**config.mk**
```make
export PLATFORM = sky130hd
export DESIGN_NAME = isa_multiciclo
export DESIGN_NICKNAME = d
export VERILOG_FILES = /design/src/rtl/isa_pkg.sv /design/src/rtl/alu_param.sv /design/src/rtl/isa_multiciclo.sv
export SDC_FILE = /design/constraint.sdc
export NUM_CORES = 2
export LEC_CHECK = 0
export BUFFER_PORTS_ARGS = -buffer_cell sky130_fd_sc_hd__buf_2
export CAP_MARGIN = 20
export CORE_ASPECT_RATIO = 0.7
export CORE_MARGIN = 5
export CORE_UTILIZATION = 50
export CTS_BUF_LIST = sky130_fd_sc_hd__clkbuf_2
export DETAILED_ROUTE_END_ITERATION = 16
export HOLD_SLACK_MARGIN = 0.02
export PLACE_DENSITY_LB_ADDON = 0.3
export SYNTH_ARGS = -nofsm -noshare
export SYNTH_HDL_FRONTEND = slang
export SYNTH_HIERARCHICAL = 1
export SYNTH_SLANG_ARGS = --single-unit
```
**constraint.sdc**
```tcl
create_clock -name clk -period 9.3 [get_ports clk]
set_input_delay 0.465 -clock clk [delete_from_list [all_inputs] [get_ports clk]]
set_output_delay 0.465 -clock clk [all_outputs]
set_load 0.005 [all_outputs]
```
**src/rtl/isa_pkg.sv**
```systemverilog
// Shared definitions for the multi-cycle ISA datapath: ALU opcodes, FSM states
// and instruction field offsets (offsets depend on the RAM address width).
package isa_pkg;

    localparam logic [2:0] ALU_ADD = 3'b000;
    localparam logic [2:0] ALU_SUB = 3'b001;
    localparam logic [2:0] ALU_AND = 3'b010;
    localparam logic [2:0] ALU_OR  = 3'b011;
    localparam logic [2:0] ALU_XOR = 3'b100;
    localparam logic [2:0] ALU_SLT = 3'b101;
    localparam logic [2:0] ALU_SLL = 3'b110;
    localparam logic [2:0] ALU_SRL = 3'b111;

    typedef enum logic [2:0] {
        S_IDLE = 3'd0,
        S_READ = 3'd1,
        S_EXEC = 3'd2,
        S_MEM  = 3'd3,
        S_DONE = 3'd4
    } state_t;

    // Instruction layout, LSB first: ram_we, ram_dir[mw], alu_op[3], br_we, rs2, rs1, rd
    localparam int OFF_RAM_WE  = 0;
    localparam int OFF_RAM_DIR = 1;

    function automatic int off_alu_op(input int mw);
        return mw + 1;
    endfunction

    function automatic int off_br_we(input int mw);
        return mw + 4;
    endfunction

    function automatic int off_rs2(input int mw);
        return mw + 5;
    endfunction

    function automatic int off_rs1(input int aw, input int mw);
        return aw + mw + 5;
    endfunction

    function automatic int off_rd(input int aw, input int mw);
        return 2 * aw + mw + 5;
    endfunction

endpackage

```
**src/rtl/alu_param.sv**
```systemverilog
// Combinational DW-wide ALU used in the EXEC step of isa_multiciclo.
module alu_param
    import isa_pkg::*;
#(
    parameter int DW = 32
) (
    input  logic [DW-1:0] op1,
    input  logic [DW-1:0] op2,
    input  logic [2:0]    alu_op,
    output logic [DW-1:0] res
);

    localparam int SW = $clog2(DW);

    logic [SW-1:0] w_shamt;
    logic          w_lt;

    assign w_shamt = op2[SW-1:0];
    assign w_lt    = ($signed(op1) < $signed(op2));

    // Operation select
    always_comb begin
        res = {DW{1'b0}};
        case (alu_op)
            ALU_ADD: res = op1 + op2;
            ALU_SUB: res = op1 - op2;
            ALU_AND: res = op1 & op2;
            ALU_OR:  res = op1 | op2;
            ALU_XOR: res = op1 ^ op2;
            ALU_SLT: res = {{(DW-1){1'b0}}, w_lt};
            ALU_SLL: res = op1 << w_shamt;
            ALU_SRL: res = op1 >> w_shamt;
            default: res = {DW{1'b0}};
        endcase
    end

endmodule

```
**src/rtl/isa_multiciclo.sv**
```systemverilog
// Multi-cycle ISA datapath: register file, ALU and data RAM sequenced IDLE->READ->EXEC->MEM->DONE.
// Build option: define ZERO_REG_EN to hardwire R[0] to zero.
module isa_multiciclo
    import isa_pkg::*;
#(
    parameter int DW    = 32,
    parameter int NREG  = 32,
    parameter int DEPTH = 32
) (
    input  logic                                           clk,
    input  logic                                           rst_n,
    input  logic                                           in_valid,
    output logic                                           in_ready,
    input  logic [3*$clog2(NREG)+$clog2(DEPTH)+5-1:0]     instr,
    output logic                                           out_valid,
    input  logic                                           out_ready,
    output logic [DW-1:0]                                  salida,
    output logic                                           zero,
    output logic                                           busy
);

    localparam int AW      = $clog2(NREG);
    localparam int MW      = $clog2(DEPTH);
    localparam int IW      = 3 * AW + MW + 5;
    localparam int OFF_OP  = off_alu_op(MW);
    localparam int OFF_BWE = off_br_we(MW);
    localparam int OFF_RS2 = off_rs2(MW);
    localparam int OFF_RS1 = off_rs1(AW, MW);
    localparam int OFF_RD  = off_rd(AW, MW);

    state_t          r_state;
    state_t          w_state_nxt;
    logic [IW-1:0]   r_instr;
    logic [DW-1:0]   r_regs [NREG];
    logic [DW-1:0]   r_ram  [DEPTH];
    logic [DW-1:0]   r_op1;
    logic [DW-1:0]   r_op2;
    logic [DW-1:0]   r_res;
    logic [DW-1:0]   r_salida;
    logic            r_zero;
    logic            r_in_ready;
    logic            r_out_valid;
    logic            r_busy;

    logic [AW-1:0]   w_rd;
    logic [AW-1:0]   w_rs1;
    logic [AW-1:0]   w_rs2;
    logic            w_br_we;
    logic [2:0]      w_alu_op;
    logic [MW-1:0]   w_dir;
    logic            w_ram_we;
    logic [DW-1:0]   w_src1;
    logic [DW-1:0]   w_src2;
    logic [DW-1:0]   w_alu_res;
    logic            w_rf_we;
    logic            w_accept;

    assign w_rd     = r_instr[OFF_RD  +: AW];
    assign w_rs1    = r_instr[OFF_RS1 +: AW];
    assign w_rs2    = r_instr[OFF_RS2 +: AW];
    assign w_br_we  = r_instr[OFF_BWE];
    assign w_alu_op = r_instr[OFF_OP +: 3];
    assign w_dir    = r_instr[OFF_RAM_DIR +: MW];
    assign w_ram_we = r_instr[OFF_RAM_WE];
    assign w_accept = in_valid && r_in_ready;

    assign in_ready  = r_in_ready;
    assign out_valid = r_out_valid;
    assign salida    = r_salida;
    assign zero      = r_zero;
    assign busy      = r_busy;

    // Register-file read ports and writeback enable
    always_comb begin
        w_src1  = r_regs[w_rs1];
        w_src2  = r_regs[w_rs2];
        w_rf_we = w_br_we;
`ifdef ZERO_REG_EN
        if (w_rs1 == {AW{1'b0}}) w_src1 = {DW{1'b0}};
        else                     w_src1 = r_regs[w_rs1];
        if (w_rs2 == {AW{1'b0}}) w_src2 = {DW{1'b0}};
        else                     w_src2 = r_regs[w_rs2];
        if (w_rd == {AW{1'b0}})  w_rf_we = 1'b0;
        else                     w_rf_we = w_br_we;
`endif
    end

    alu_param #(.DW(DW)) u_alu (
        .op1    (r_op1),
        .op2    (r_op2),
        .alu_op (w_alu_op),
        .res    (w_alu_res)
    );

    // FSM next-state logic
    always_comb begin
        w_state_nxt = r_state;
        case (r_state)
            S_IDLE: begin
                if (w_accept) w_state_nxt = S_READ;
                else          w_state_nxt = S_IDLE;
            end
            S_READ: w_state_nxt = S_EXEC;
            S_EXEC: w_state_nxt = S_MEM;
            S_MEM:  w_state_nxt = S_DONE;
            S_DONE: begin
                if (out_ready) w_state_nxt = S_IDLE;
                else           w_state_nxt = S_DONE;
            end
            default: w_state_nxt = S_IDLE;
        endcase
    end

    // State register with status outputs registered from the next state
    always_ff @(posedge clk or negedge rst_n) begin
        if (!rst_n) begin
            r_state     <= S_IDLE;
            r_in_ready  <= 1'b1;
            r_out_valid <= 1'b0;
            r_busy      <= 1'b0;
        end else begin
            r_state     <= w_state_nxt;
            r_in_ready  <= (w_state_nxt == S_IDLE);
            r_out_valid <= (w_state_nxt == S_DONE);
            r_busy      <= (w_state_nxt != S_IDLE);
        end
    end

    // Datapath: instruction latch, operand fetch, execute, writeback and RAM read
    always_ff @(posedge clk or negedge rst_n) begin
        if (!rst_n) begin
            r_instr  <= {IW{1'b0}};
            r_op1    <= {DW{1'b0}};
            r_op2    <= {DW{1'b0}};
            r_res    <= {DW{1'b0}};
            r_salida <= {DW{1'b0}};
            r_zero   <= 1'b0;
            for (int i = 0; i < NREG; i++) r_regs[i] <= {DW{1'b0}};
        end else begin
            case (r_state)
                S_IDLE: if (w_accept) r_instr <= instr;
                S_READ: begin
                    r_op1 <= w_src1;
                    r_op2 <= w_src2;
                end
                S_EXEC: begin
                    r_res  <= w_alu_res;
                    r_zero <= (w_alu_res == {DW{1'b0}});
                end
                S_MEM: begin
                    if (w_rf_we) r_regs[w_rd] <= r_res;
                    r_salida <= w_ram_we ? r_res : r_ram[w_dir];
                end
                default: r_instr <= r_instr;
            endcase
        end
    end

    // Data RAM write port; contents deliberately survive reset
    always_ff @(posedge clk) begin
        if ((r_state == S_MEM) && w_ram_we) r_ram[w_dir] <= r_res;
    end

endmodule

```
Word-level counts from Yosys, hierarchy flattened
Memory sizes are Yosys's and may differ from the RTL's. A register that Yosys moved wholly into a read port is not among the register bits.
Cells that the tools add are included.
{"block": "classes", "eq_ne": 12, "n_lt_le_gt_ge": 5, "reduce_logical": 11, "addsub": 2, "mux": 15, "n_shift": 2, "bitwise_logic": 6}
{"op": "1024-bit bitwise mux", "n": 1}
{"op": "32-bit binary-select mux with 5-bit select", "n": 2}
{"op": "32-bit one-hot mux with 8 select lines", "n": 1}
{"op": "32-bit demux with 5-bit select", "n": 1}
{"op": "32-bit two-way mux", "n": 5}
{"op": "32-bit adder", "n": 1}
{"op": "32-bit bitwise AND", "n": 1}
{"op": "32-bit logical NOT", "n": 1}
{"op": "32-bit less-than comparator", "n": 1}
{"op": "32-bit OR", "n": 1}
{"op": "32-bit by 5-bit << shifter with 32-bit output", "n": 1}
{"op": "32-bit by 5-bit >> shifter with 32-bit output", "n": 1}
{"op": "32-bit subtractor", "n": 1}
{"op": "32-bit bitwise XOR", "n": 1}
{"op": "3-bit == test (second input constant)", "n": 6}
{"op": "6-bit greater-or-equal comparator (second input constant)", "n": 3}
{"op": "5-bit inverter with 6-bit output", "n": 3}
{"op": "3-bit one-hot mux with 5 select lines", "n": 1}
{"op": "3-bit by 2-bit == test with 1-bit output (second input constant)", "n": 4}
{"op": "3-bit logical NOT", "n": 3}
{"op": "3-bit by 1-bit == test with 1-bit output (second input constant)", "n": 2}
{"op": "6-bit by 1-bit less-than comparator with 1-bit output (second input constant)", "n": 1}
{"op": "2-bit AND reduction", "n": 2}
{"op": "1-bit logical AND", "n": 3}
{"op": "4 further kinds", "n": 6}
{"block": "word_totals", "wordCells": 95, "mem_count": 1, "out_inout_bits": 36, "in_bits": 29, "ramBits": 1024, "ff_bits": 1152}
{"memory": "r_ram", "depth": 32, "width": 32, "read_ports": 1, "rd_clocked_by_memory_dff": 1, "write_ports": 1, "line": "isa_multiciclo.sv:35", "rtl": "logic [DW-1:0] r_ram [DEPTH];"}

Longest topological paths before layout
{"block": "logic_depth", "word_depth": 6, "ltp_mapped": 21, "depth_no_buf": 16}

Modules after synthesis
The synthesis kept the hierarchy.
{"module": "isa_multiciclo", "cells_per_inst": 5537, "n_inst": 1, "area_each_um2": 99626.8, "seq_area_each_um2": 60379.2}
{"module": "alu_param", "cells_per_inst": 1253, "n_inst": 1, "area_each_um2": 8179.1, "seq_area_each_um2": 0.0}

Worst setup path before layout
OpenSTA, ideal clock, no wires.
{"block": "synth_path", "kind": "flip-flop to flip-flop", "start": "register r_op2[2]", "end": "register r_zero (netlist: zero)", "path_buffers": 6, "path_stages_with_launch": 22, "setup_time_ns": 0.125, "period_less_slack_ns": 4.791, "slack_ns": 4.509, "t_required_ns": 9.175, "arrival_time_ns": 4.666, "cell_sequence": "dfrtp_1 -> buf_6 -> inv_1 -> buf_1 -> buf_2 -> buf_1 -> buf_2 -> ha_1 -> buf_2 -> o21bai_1 -> a211oi_1 -> nor4_2 -> or3_1 -> o41ai_4 -> o311ai_4 -> a311oi_1 -> a31oi_1 -> o21ai_1 -> nor4_1 -> nand4_1 -> nor2_1 -> mux2_2"}
{"block": "synth_between", "elab_chain_cells": 3, "word_cells_on_any_way": 10, "cone_classes": "2 x add/sub; 1 x order compare; 2 x shift; 1 x mux; 3 x bitwise; 1 x reduce/logical"}
{"element": "start, declared", "line": "isa_multiciclo.sv:37", "rtl": "logic [DW-1:0] r_op2;"}
{"element": "start signal, assigned", "line": "isa_multiciclo.sv:134", "rtl": "r_op2 <= {DW{1'b0}};"}
{"element": "start signal, assigned", "line": "isa_multiciclo.sv:144", "rtl": "r_op2 <= w_src2;"}
{"element": "32-bit subtractor (tied with other cells)", "line": "alu_param.sv:26", "rtl": "ALU_SUB: res = op1 - op2;"}
{"element": "32-bit one-hot mux with 8 select lines (*)", "line": "alu_param.sv:24", "rtl": "case (alu_op)"}
{"element": "named net w_alu_res[30]", "line": "isa_multiciclo.sv:54", "rtl": "logic [DW-1:0] w_alu_res;"}
{"element": "32-bit logical NOT (*)", "line": "isa_multiciclo.sv:148", "rtl": "r_zero <= (w_alu_res == {DW{1'b0}});"}
{"element": "end signal, assigned", "line": "isa_multiciclo.sv:148"}
{"element": "end, declared", "line": "isa_multiciclo.sv:40", "rtl": "logic r_zero;"}
The timed path passes the listed nets; every way through them passes the cells marked *.
A chain may end at the register's enable or synchronous reset.

Final worst setup path
Ends and elaborated chain as after synthesis.

==> flow_metrics.tcl <==
set metrics [dict create \
    grt_max_degree 163 \
    stdcell_count 10300 \
    fp.dieW_um 565 \
    synthDistinctLibCells 98 \
    top_layer "met5" \
    synth_warnings 6 \
    drv_slew 0 \
    ys_seq_area_frac 0.560 \
    p_per_area_nw_per_um2 319 \
    vias 67800 \
    cap_violations 0 \
    grt.overflow.total 0 \
    antenna_found_initial 12 \
    r2r_end "zero" \
    drc 0 \
    clockRootBuffer "clkbuf_2" \
    r2r-start "r_op2[2]" \
    track_usage 0.295 \
    path_cells "buf_4, clkinv_1, ha_1, o21bai_1, a211oi_1, nor4_2, or3_1, o41ai_4, o311ai_4, a311oi_1, o311a_1, o21ai_1, nor4_1, nand4_1, nor2_1, mux2_2" \
    dpl.cell_count 9329 \
    async_reset_ff_frac 0.536 \
    finalCritPeriodShare 0.591 \
    cts_buffers 535 \
    postCtsSetupBuffers 0 \
    rrSetupSlack_ps 3800 \
    hold_depth 5 \
    numPortBuffers 64 \
    cp.required_ps 10770 \
    firstDrtPassIters 9 \
    relSlewSlack 0.191 \
    syn_nets 6918 \
    io_pins 65 \
    path_delay_family "compound AO/OA/AOI/OAI gates" \
    syn_to_final_growth_pct 8.36 \
    coreArea_um2 214000 \
    fin_skew_ps 116 \
    fin_nets 7201 \
    grt_pass1_vias 68200 \
    crit_path_end_kind "flip-flop" \
    cts.sink_count 2208 \
    syn_avg_cell_area_um2 15.9 \
    wl_met2_um 141000 \
    slowest_stage "a211oi_1" \
    drtIter0Drc 8623 \
    peakVddDrop_uv 335 \
    cts.repair.resized 0 \
    place_hpwl_um 201000 \
    synth_edf_count 1024 \
    drt-total-wl_um 332000 \
    power_leakage_nw 47.8 \
    postRouteAntennaNets 0 \
    rsz0062_at_grt "no" \
    reg2reg_depth 16 \
    timing.critical_path.buf_inv 2 \
    critPathKind "reg2reg" \
    status "finished, final reports clean" \
    viasPerCell 6.57 \
    dieArea_um2 225000 \
    hold_path_startpoint "out_ready" \
    grt_pass1_wl_um 483000 \
    fmax_mhz 182 \
    setup_viol 0 \
    holdCritPathClass "in2reg" \
    cp_slowest_stage_delay_ps 620 \
    netlist_area_um2 108000 \
    initial_utilization 0.503 \
    wl_met3_um 37300 \
    rows 142 \
    setup_tns_ps 0 \
    cts_tree "built" \
    min_period_ps 5500 \
    cts.clk_slew.worst_paths_ps 120 \
    cts_max_path_buffers 4 \
    drive_gt1_frac 0.417 \
    synth_seq_cells 2208 \
    worst_pin_slew_ps 1210 \
    die_h_um 398 \
    met1_length_um 145000 \
    hold_violations 0 \
    syn_inst 6790 \
    setup.worst_path.start_class "flip-flop" \
    path_max_fanout 57 \
    wl_per_cell_um 32.2 \
    place_congestion 0.997 \
    cts_hold_buffers 84 \
    cp_data_arrival_time_ps 6960 \
    worstSkewPairLatency_ps 1590 \
    min_to "out_valid" \
    h-tree-depth 6 \
    synth_flop_cell "dfrtp_1" \
]
## synth_stat cells (all sizes together) (37+ instances only)
cell	count	area [um2]
a211oi	45	338
a21oi	269	1350
and3	37	231
buf	295	1750
clkbuf	294	1100
dfrtp	1183	29600
edfxtp	1024	30700
ha	97	1210
inv	111	417
mux2	1102	12400
mux2i	263	2630
mux4	842	19000
nand2	215	807
nor2	279	1160
o21ai	183	916
o22ai	59	369
## cells by family after synthesis
kind of cell | Yosys count | share of synthesized area
xor+xnor | 23 | 0.00187
compound gates | 808 | 0.0474
buf+inv | 701 | 0.0304
flops | 2208 | 0.560
fa+ha+maj | 99 | 0.0116
mux | 2207 | 0.315
simple gates | 744 | 0.0333
## worst min-delay path, cell delays in order
cell,delay [ps]
dlygate4sd3_1,530
buf_2,100
dlygate4sd3_1,530
or4b_2,120
nand2_1,50
## layer usage
layer  vias up  GRT usage
met5         -          0
met4         6     0.0795
met3       514     0.0866
met2      3873      0.408
met1     35900      0.456
li1      27500          -
## sequential cells by signal, indices dropped and copies added, names as in the netlist
| name | count |
|---|---|
| zero | 1 |
| salida | 32 |
| r_op2 | 32 |
| busy | 1 |
| r_ram | 1024 |
| r_regs | 1024 |
| out_valid | 1 |
| in_ready | 1 |
| r_instr | 25 |
| r_op1 | 32 |
| r_res | 32 |
| r_state | 3 |
## worst max-delay path by stage
| stage | from | to | cells after the start |
|---|---|---|---|
| global placement | r_op2[2] | zero | 16 |
| CTS | r_op2[2] | zero | 16 |
| finish | r_op2[2] | zero | 16 |
| floorplan | r_op2[2] | zero | 21 |
| detailed placement | r_op2[2] | zero | 16 |
| global route | r_op2[2] | zero | 16 |
## cell usage in the layout (no fill, tap or decap), types with 45 or more instances in the layout
cell / n
mux2_1: 82
o22ai_1: 59
mux2i_1: 263
mux2_2: 1020
a21oi_1: 269
dfrtp_1: 1133
clkinv_1: 66
a211oi_1: 45
dlygate4sd3_1: 83
inv_1: 108
nand2_1: 213
clkbuf_2: 790
buf_2: 63
nor2_1: 222
o21ai_0: 171
mux4_2: 842
buf_4: 170
ha_1: 97
edfxtp_1: 1024
nor2_4: 50
## power breakdown
group	switching [mW]	internal [mW]
combinational	9.81	6.55
sequential	2.00	12.2
clock	3.97	2.74
## through the flow
stage / area [um2] / setup WS (ps) / hold slack [ps] / power [mW] / utilization
after floorplan: 108000 / 4510 / 169 / 24.5 / -
after global placement: 111000 / 3910 / 480 / 30.1 / 0.518
after detailed placement: 111000 / 4060 / 491 / 30.2 / 0.518
after CTS: 117000 / 4000 / 45.5 / 37.1 / 0.545
after global routing: 117000 / 3690 / 154 / 39.0 / 0.545
final: 117000 / 3800 / 233 / 37.2 / 0.545
## layout make-up
| cell class | instances | area (um2) |
|---|---|---|
| Inverter | 112 | 420 |
| Clock inverter | 111 | 946 |
| Multi-Input combinational cell | 3881 | 44600 |
| Fill cell | 17400 | 97400 |
| Clock buffer | 790 | 3950 |
| Timing Repair Buffer | 335 | 2810 |
| Sequential cell | 2208 | 60500 |
| Antenna cell | 4 | 10.0 |
| Tap cell | 2880 | 3600 |
No activity file was read; power rests on OpenSTA's default activity.
